**src/rtl/resource_grant_sched_pkg.sv**
```systemverilog
// Shared types for the round-robin resource grant scheduler.
package resource_grant_sched_pkg;

    typedef enum logic {
        SCHED_IDLE,
        SCHED_GRANTED
    } sched_state_t;

endpackage

```
**src/rtl/idx_to_oh.sv**
```systemverilog
// Binary index to one-hot decoder, bit 0 of the output corresponds to index 0.
module idx_to_oh #(
    parameter int unsigned WIDTH     = 4,
    parameter int unsigned IDX_WIDTH = $clog2(WIDTH)
) (
    input  logic [IDX_WIDTH-1:0] idx,
    output logic [WIDTH-1:0]     oh
);

    always_comb begin
        oh = '0;
        for (int unsigned i = 0; i < WIDTH; i++) begin
            oh[i] = (32'(idx) == i);
        end
    end

endmodule

```
**src/rtl/resource_grant_sched.sv**
```systemverilog
// Round-robin grant scheduler with a hold limit that forces rotation under contention.
// All outputs are registered; the grant is presented as both index and one-hot vector.
module resource_grant_sched
    import resource_grant_sched_pkg::*;
#(
    parameter int unsigned NUM_REQUESTERS = 4,
    parameter int unsigned MAX_HOLD       = 8,
    parameter int unsigned INDEX_WIDTH    = $clog2(NUM_REQUESTERS)
) (
    input  logic                      clk,
    input  logic                      reset_n,
    input  logic [NUM_REQUESTERS-1:0] request,
    output logic                      grant_valid,
    output logic [NUM_REQUESTERS-1:0] grant_oh,
    output logic [INDEX_WIDTH-1:0]    grant_idx
);

    localparam int unsigned HOLD_WIDTH = $clog2(MAX_HOLD + 1);
    localparam logic [HOLD_WIDTH-1:0] HOLD_MAX = HOLD_WIDTH'(MAX_HOLD - 1);

    sched_state_t              state_q, state_d;
    logic [INDEX_WIDTH-1:0]    idx_q, idx_d;
    logic [NUM_REQUESTERS-1:0] oh_q, oh_d;
    logic [INDEX_WIDTH-1:0]    last_q, last_d;
    logic [HOLD_WIDTH-1:0]     hold_q, hold_d;

    logic [NUM_REQUESTERS-1:0] cand;
    logic [INDEX_WIDTH-1:0]    rr_pos;
    logic                      win_found;
    logic [INDEX_WIDTH-1:0]    win_idx;
    logic [NUM_REQUESTERS-1:0] win_oh;
    logic                      take;

    // Owner is masked out so a rearbitration never re-picks the current holder;
    // oh_q is zero while idle, so the same mask is harmless there.
    always_comb begin
        cand      = request & ~oh_q;
        rr_pos    = '0;
        win_found = 1'b0;
        win_idx   = '0;
        for (int unsigned i = 0; i < NUM_REQUESTERS; i++) begin
            rr_pos = INDEX_WIDTH'((32'(last_q) + 32'd1 + i) % NUM_REQUESTERS);
            if (!win_found && cand[rr_pos]) begin
                win_found = 1'b1;
                win_idx   = rr_pos;
            end
        end
    end

    idx_to_oh #(
        .WIDTH     (NUM_REQUESTERS),
        .IDX_WIDTH (INDEX_WIDTH)
    ) u_idx_to_oh (
        .idx (win_idx),
        .oh  (win_oh)
    );

    always_comb begin
        state_d = state_q;
        idx_d   = idx_q;
        oh_d    = oh_q;
        last_d  = last_q;
        hold_d  = hold_q;
        take    = 1'b0;

        unique case (state_q)
            SCHED_IDLE: begin
                take = win_found;
            end
            SCHED_GRANTED: begin
                if (!request[idx_q]) begin
                    if (win_found) begin
                        take = 1'b1;
                    end else begin
                        state_d = SCHED_IDLE;
                        oh_d    = '0;
                        hold_d  = '0;
                    end
                end else if (hold_q == HOLD_MAX) begin
                    take = win_found;
                end else begin
                    hold_d = hold_q + HOLD_WIDTH'(1);
                end
            end
            default: begin
                state_d = SCHED_IDLE;
            end
        endcase

        if (take) begin
            state_d = SCHED_GRANTED;
            idx_d   = win_idx;
            oh_d    = win_oh;
            last_d  = win_idx;
            hold_d  = '0;
        end
    end

    always_ff @(posedge clk or negedge reset_n) begin
        if (!reset_n) begin
            state_q <= SCHED_IDLE;
            idx_q   <= '0;
            oh_q    <= '0;
            last_q  <= INDEX_WIDTH'(NUM_REQUESTERS - 1);
            hold_q  <= '0;
        end else begin
            state_q <= state_d;
            idx_q   <= idx_d;
            oh_q    <= oh_d;
            last_q  <= last_d;
            hold_q  <= hold_d;
        end
    end

    assign grant_valid = (state_q == SCHED_GRANTED);
    assign grant_oh    = oh_q;
    assign grant_idx   = idx_q;

endmodule
```
**config.mk**
```make
export PLATFORM = sky130hd
export DESIGN_NAME = resource_grant_sched
export DESIGN_NICKNAME = d
export VERILOG_FILES = /design/src/rtl/resource_grant_sched_pkg.sv /design/src/rtl/idx_to_oh.sv /design/src/rtl/resource_grant_sched.sv
export SDC_FILE = /design/constraint.sdc
export NUM_CORES = 1
export LEC_CHECK = 0
export ABC_AREA = 1
export ABC_CLOCK_PERIOD_IN_PS = 2700
export BUFFER_PORTS_ARGS = -buffer_cell sky130_fd_sc_hd__buf_2
export CAP_MARGIN = 40
export CORE_MARGIN = 2
export CORE_UTILIZATION = 56
export CTS_BUF_LIST = sky130_fd_sc_hd__clkbuf_16
export DETAILED_ROUTE_END_ITERATION = 8
export PLACE_DENSITY = 0.78
export REMOVE_ABC_BUFFERS = 1
export SLEW_MARGIN = 20
export SYNTH_ARGS = -nofsm -noshare
export SYNTH_HDL_FRONTEND = slang
export SYNTH_HIERARCHICAL = 1
export SYNTH_SLANG_ARGS = --single-unit
export TNS_END_PERCENT = 1
```
**constraint.sdc**
```tcl
create_clock -name clk -period 2.7 [get_ports clk]
set_clock_uncertainty 0.1 [all_clocks]
set_input_delay 0.675 -clock clk [delete_from_list [all_inputs] [get_ports clk]]
set_output_delay 0.675 -clock clk [all_outputs]
set_load 0.01 [all_outputs]
```
==> summary.md <==
| Metric | Value |
|---|---|
| Routed wire per std cell | 12.1 um |
| Final worst path period need | 2.18 ns |
| Reg2Reg Depth | 13 |
| RSZ-0062 raised after global routing | no |
| Crit start category | register |
| Switching share of power | 0.520 |
| Internal reg-to-reg setup slack | roughly 0.52 ns |
| Die Y | 46.6 um |
| Total grt overflow | 0 |
| Crit end category | register |
| TritonCTS clock tree | done |
| Via count of the routed design | 952 |
| # setup viols final | 0 |
| CP max stage cell | dfstp_2 |
| Clock-pin slew on the worst setup and hold paths | ~0.04 ns |
| CP Class | register to register |
| Net count, final | ~170 |
| Top Usage Layer GRT | met2 |
| Largest net degree at the start of global routing | 14 |
| Die X-Extent | 46.6 um |
| Synth Cell Area | just over 0.001 sq mm |
| M1 GR Usage | 0.305 |
| Critical Path RT | 2.78 ns |
| Seq cells post-synth | 13 |
| Yosys warns | 6 |
| HPWL after DPL | 1680 um |
| Delay-heaviest family, CP | simple AND/OR/NAND/NOR gates |
| P_sw | around 900 uW |
| First-pass GRT wire length | approximately 3800 um |
| WP buf/inv | 2 |
| Crit-path max FO | 9 |
| ANT nets after route | 0 |
| Max frequency | ~0.46 GHz |
| Pwr/cell area | roughly 1500 mW/mm^2 |
| Clock Path Buffers | 2 |
| Later-pin clock latency in the skew report | 0.24 ns |
| Die area | 0.00217 sq mm |
| Clock power frac | 0.161 |
| Top post-synthesis cells by area | dfrtp_1 27%, nand2_1 19%, nand3_1 9.9% |
| Setup TNS | 0 ns |
| Overall fraction of global-route tracks in use | 0.250 |
| # port buffers | 12 |
| GR Util met3 | 0.0588 |
| Layout fillers | 151 |
| P&R area growth vs syn | 15.7% |
| Worst vdd ir | 862 uV |
| Final Hold Viols | 0 |
| Slew margin rel. | 0.723 |
| Sequential area share after synthesis | 0.323 |
| CTS H-tree lvls | 1 |
| Number of global-route vias before repair | slightly above 900 |
| Footprint of the multi-input gates | 588 sq um |
| Initial core utilization | 0.594 |
| Sequential share of power | 0.218 |
| Via/cell ratio | between 5 and 6 |
| Max Cap Viol | 0 |
| Postcts setup bufs | 0 |
| CP max stage delay | roughly 0.7 ns |
| Root Driver | clkbuf_16 |
| Outcome | finished, final reports clean |
| Cell variety after synth | 26 |
| DRT iter0 DRCs | 35 |
| Drt total wl | 2250 um |
| Area share of the largest cell type after synthesis | 0.271 |
| Routability cong. | around 0.87 |
| Ports | 13 |
| Syn Area/Cell | 7.00 sq um |
| Int Pwr | 830 uW |
| Reg area | 328 sq um |
| Leakage power | around 0.00067 uW |
| DR DRC count | 0 |
| Min-delay worst type | input pin to asynchronous set/reset pin |
| Share of cells above drive strength 1 | 0.256 |
| Antenna diodes | 0 |
| Total power | 1730 uW |
| Routing usage on met2 | 0.442 |
| Post-CTS Hold Buffers | 0 |
| Cell taking the most area after synthesis | dfrtp_1 |
| Crit share post-route | 0.807 |
| Crit path cell chain | clkinv_8 > nand3_1 > nand2_1 > nand2_1 > nand2_2 > nor3_2 > nand2_1 > nand3_1 > and2_1 > inv_1 > nor2_1 > nand2_1 > nand2_1 |
| Worst R2R Start | last_q[0] |
| Core area | 0.00171 sq mm |
| Total number of clock tree sinks | 13 |
| R2r endpoint | grant_oh[1] |
| DR pass1 iterations | 4 |
| Row Count | 15 |
| Tightest Pin Transition | roughly 0.42 ns |
| WP data arrival | 2.26 ns |
| CP dominant cell by count | nand2_1 |
| Syn Inst Count | 145 |
| Final Slew Violations | 0 |
| # resized after CTS | 0 |
| Comb power frac | 0.621 |
| Number of buffers created by CTS | 3 |
| Initial antenna violation count | 0 |
[registers in the layout, indices dropped and copies added (netlist names)]
name,count
grant_idx,2
grant_oh,4
grant_valid,1
hold_q,4
last_q,2
[final cells by class]
type	instances	share of cell area
clock buffers	3	0.0640
clock inverters	1	0.00320
inverters	20	0.0746
multi-input cells	111	0.501
flip-flops and latches	13	0.279
well taps	25	0.0267
repair buffers	12	0.0512
[worst max-delay path by stage]
stage / slack [ns] / to / depth (start not counted) / startpoint
3_3_place_gp: 0.63 / hold_q[1] / 8 / request[2]
6_report: 0.52 / grant_oh[1] / 13 / last_q[0]
4_1_cts: 0.53 / grant_oh[1] / 13 / last_q[0]
3_5_place_dp: 0.57 / grant_oh[1] / 13 / request[2]
2_1_floorplan: 0.81 / grant_oh[1] / 13 / last_q[0]
5_1_grt: 0.39 / grant_oh[1] / 13 / last_q[0]
[power groups by stage]
stage	sequential, uW	combinational, uW	clock [uW]
global placement	377	1020	0
finish	377	1070	278
CTS	380	1070	281
detailed placement	380	1050	0
floorplan	375	832	0
global route	390	1190	292
[per-stage QoR]
step	area (sq um)	util	worst slack [ns]	instances	hold slack, ns
5_1_grt	1170	0.687	0.387	185	0.236
3_5_place_dp	1090	0.641	0.568	181	0.383
6_report	1170	0.687	0.522	185	0.213
3_3_place_gp	1090	0.641	0.626	181	0.379
4_1_cts	1170	0.687	0.527	185	0.222
2_1_floorplan	1000	-	0.810	144	0.279
[cells in the mapped netlist]
master / count
nand3b_2: 1
and3_1: 1
o21ai_0: 1
inv_1: 16
nand3_1: 20
nand4_4: 1
inv_2: 3
nor2_4: 1
dfstp_2: 2
and2_1: 1
dfrtp_1: 11
clkinv_8: 1
buf_6: 1
nand2_1: 51
o21ai_1: 2
o21bai_1: 1
nand2_4: 2
a21oi_1: 3
ha_1: 1
nand3_2: 4
o22ai_2: 1
nand2_2: 8
nor2_1: 9
xor2_1: 1
nor3_2: 1
nand4_2: 1
[cells by family after synthesis]
group / count (synthesis) / synth area share
buffers and inverters: 21 / 0.0974
XOR/XNOR: 1 / 0.00863
AO/OA/AOI/OAI: 8 / 0.0493
flip-flops: 13 / 0.323
AND/OR/NAND/NOR: 101 / 0.509
adder cells (fa/ha/maj): 1 / 0.0123
[layout by cell type, fill, tap and decap left out, types with 2 or more instances in the layout]
cell type	count
a21oi_1	3
nand2_4	2
o21ai_1	2
nand3_2	4
nand2_2	8
nor2_1	9
nand3_1	20
dfrtp_1	11
inv_2	3
dfstp_2	2
inv_1	17
buf_2	12
clkbuf_16	3
nand2_1	51
[per-layer routing]
layer,wire length [um],up-vias
li1,-,487
met1,940,425
met2,1130,34
met3,144,6
met4,34,0
met5,0,-
No activity file was read; power rests on OpenSTA's default activity.
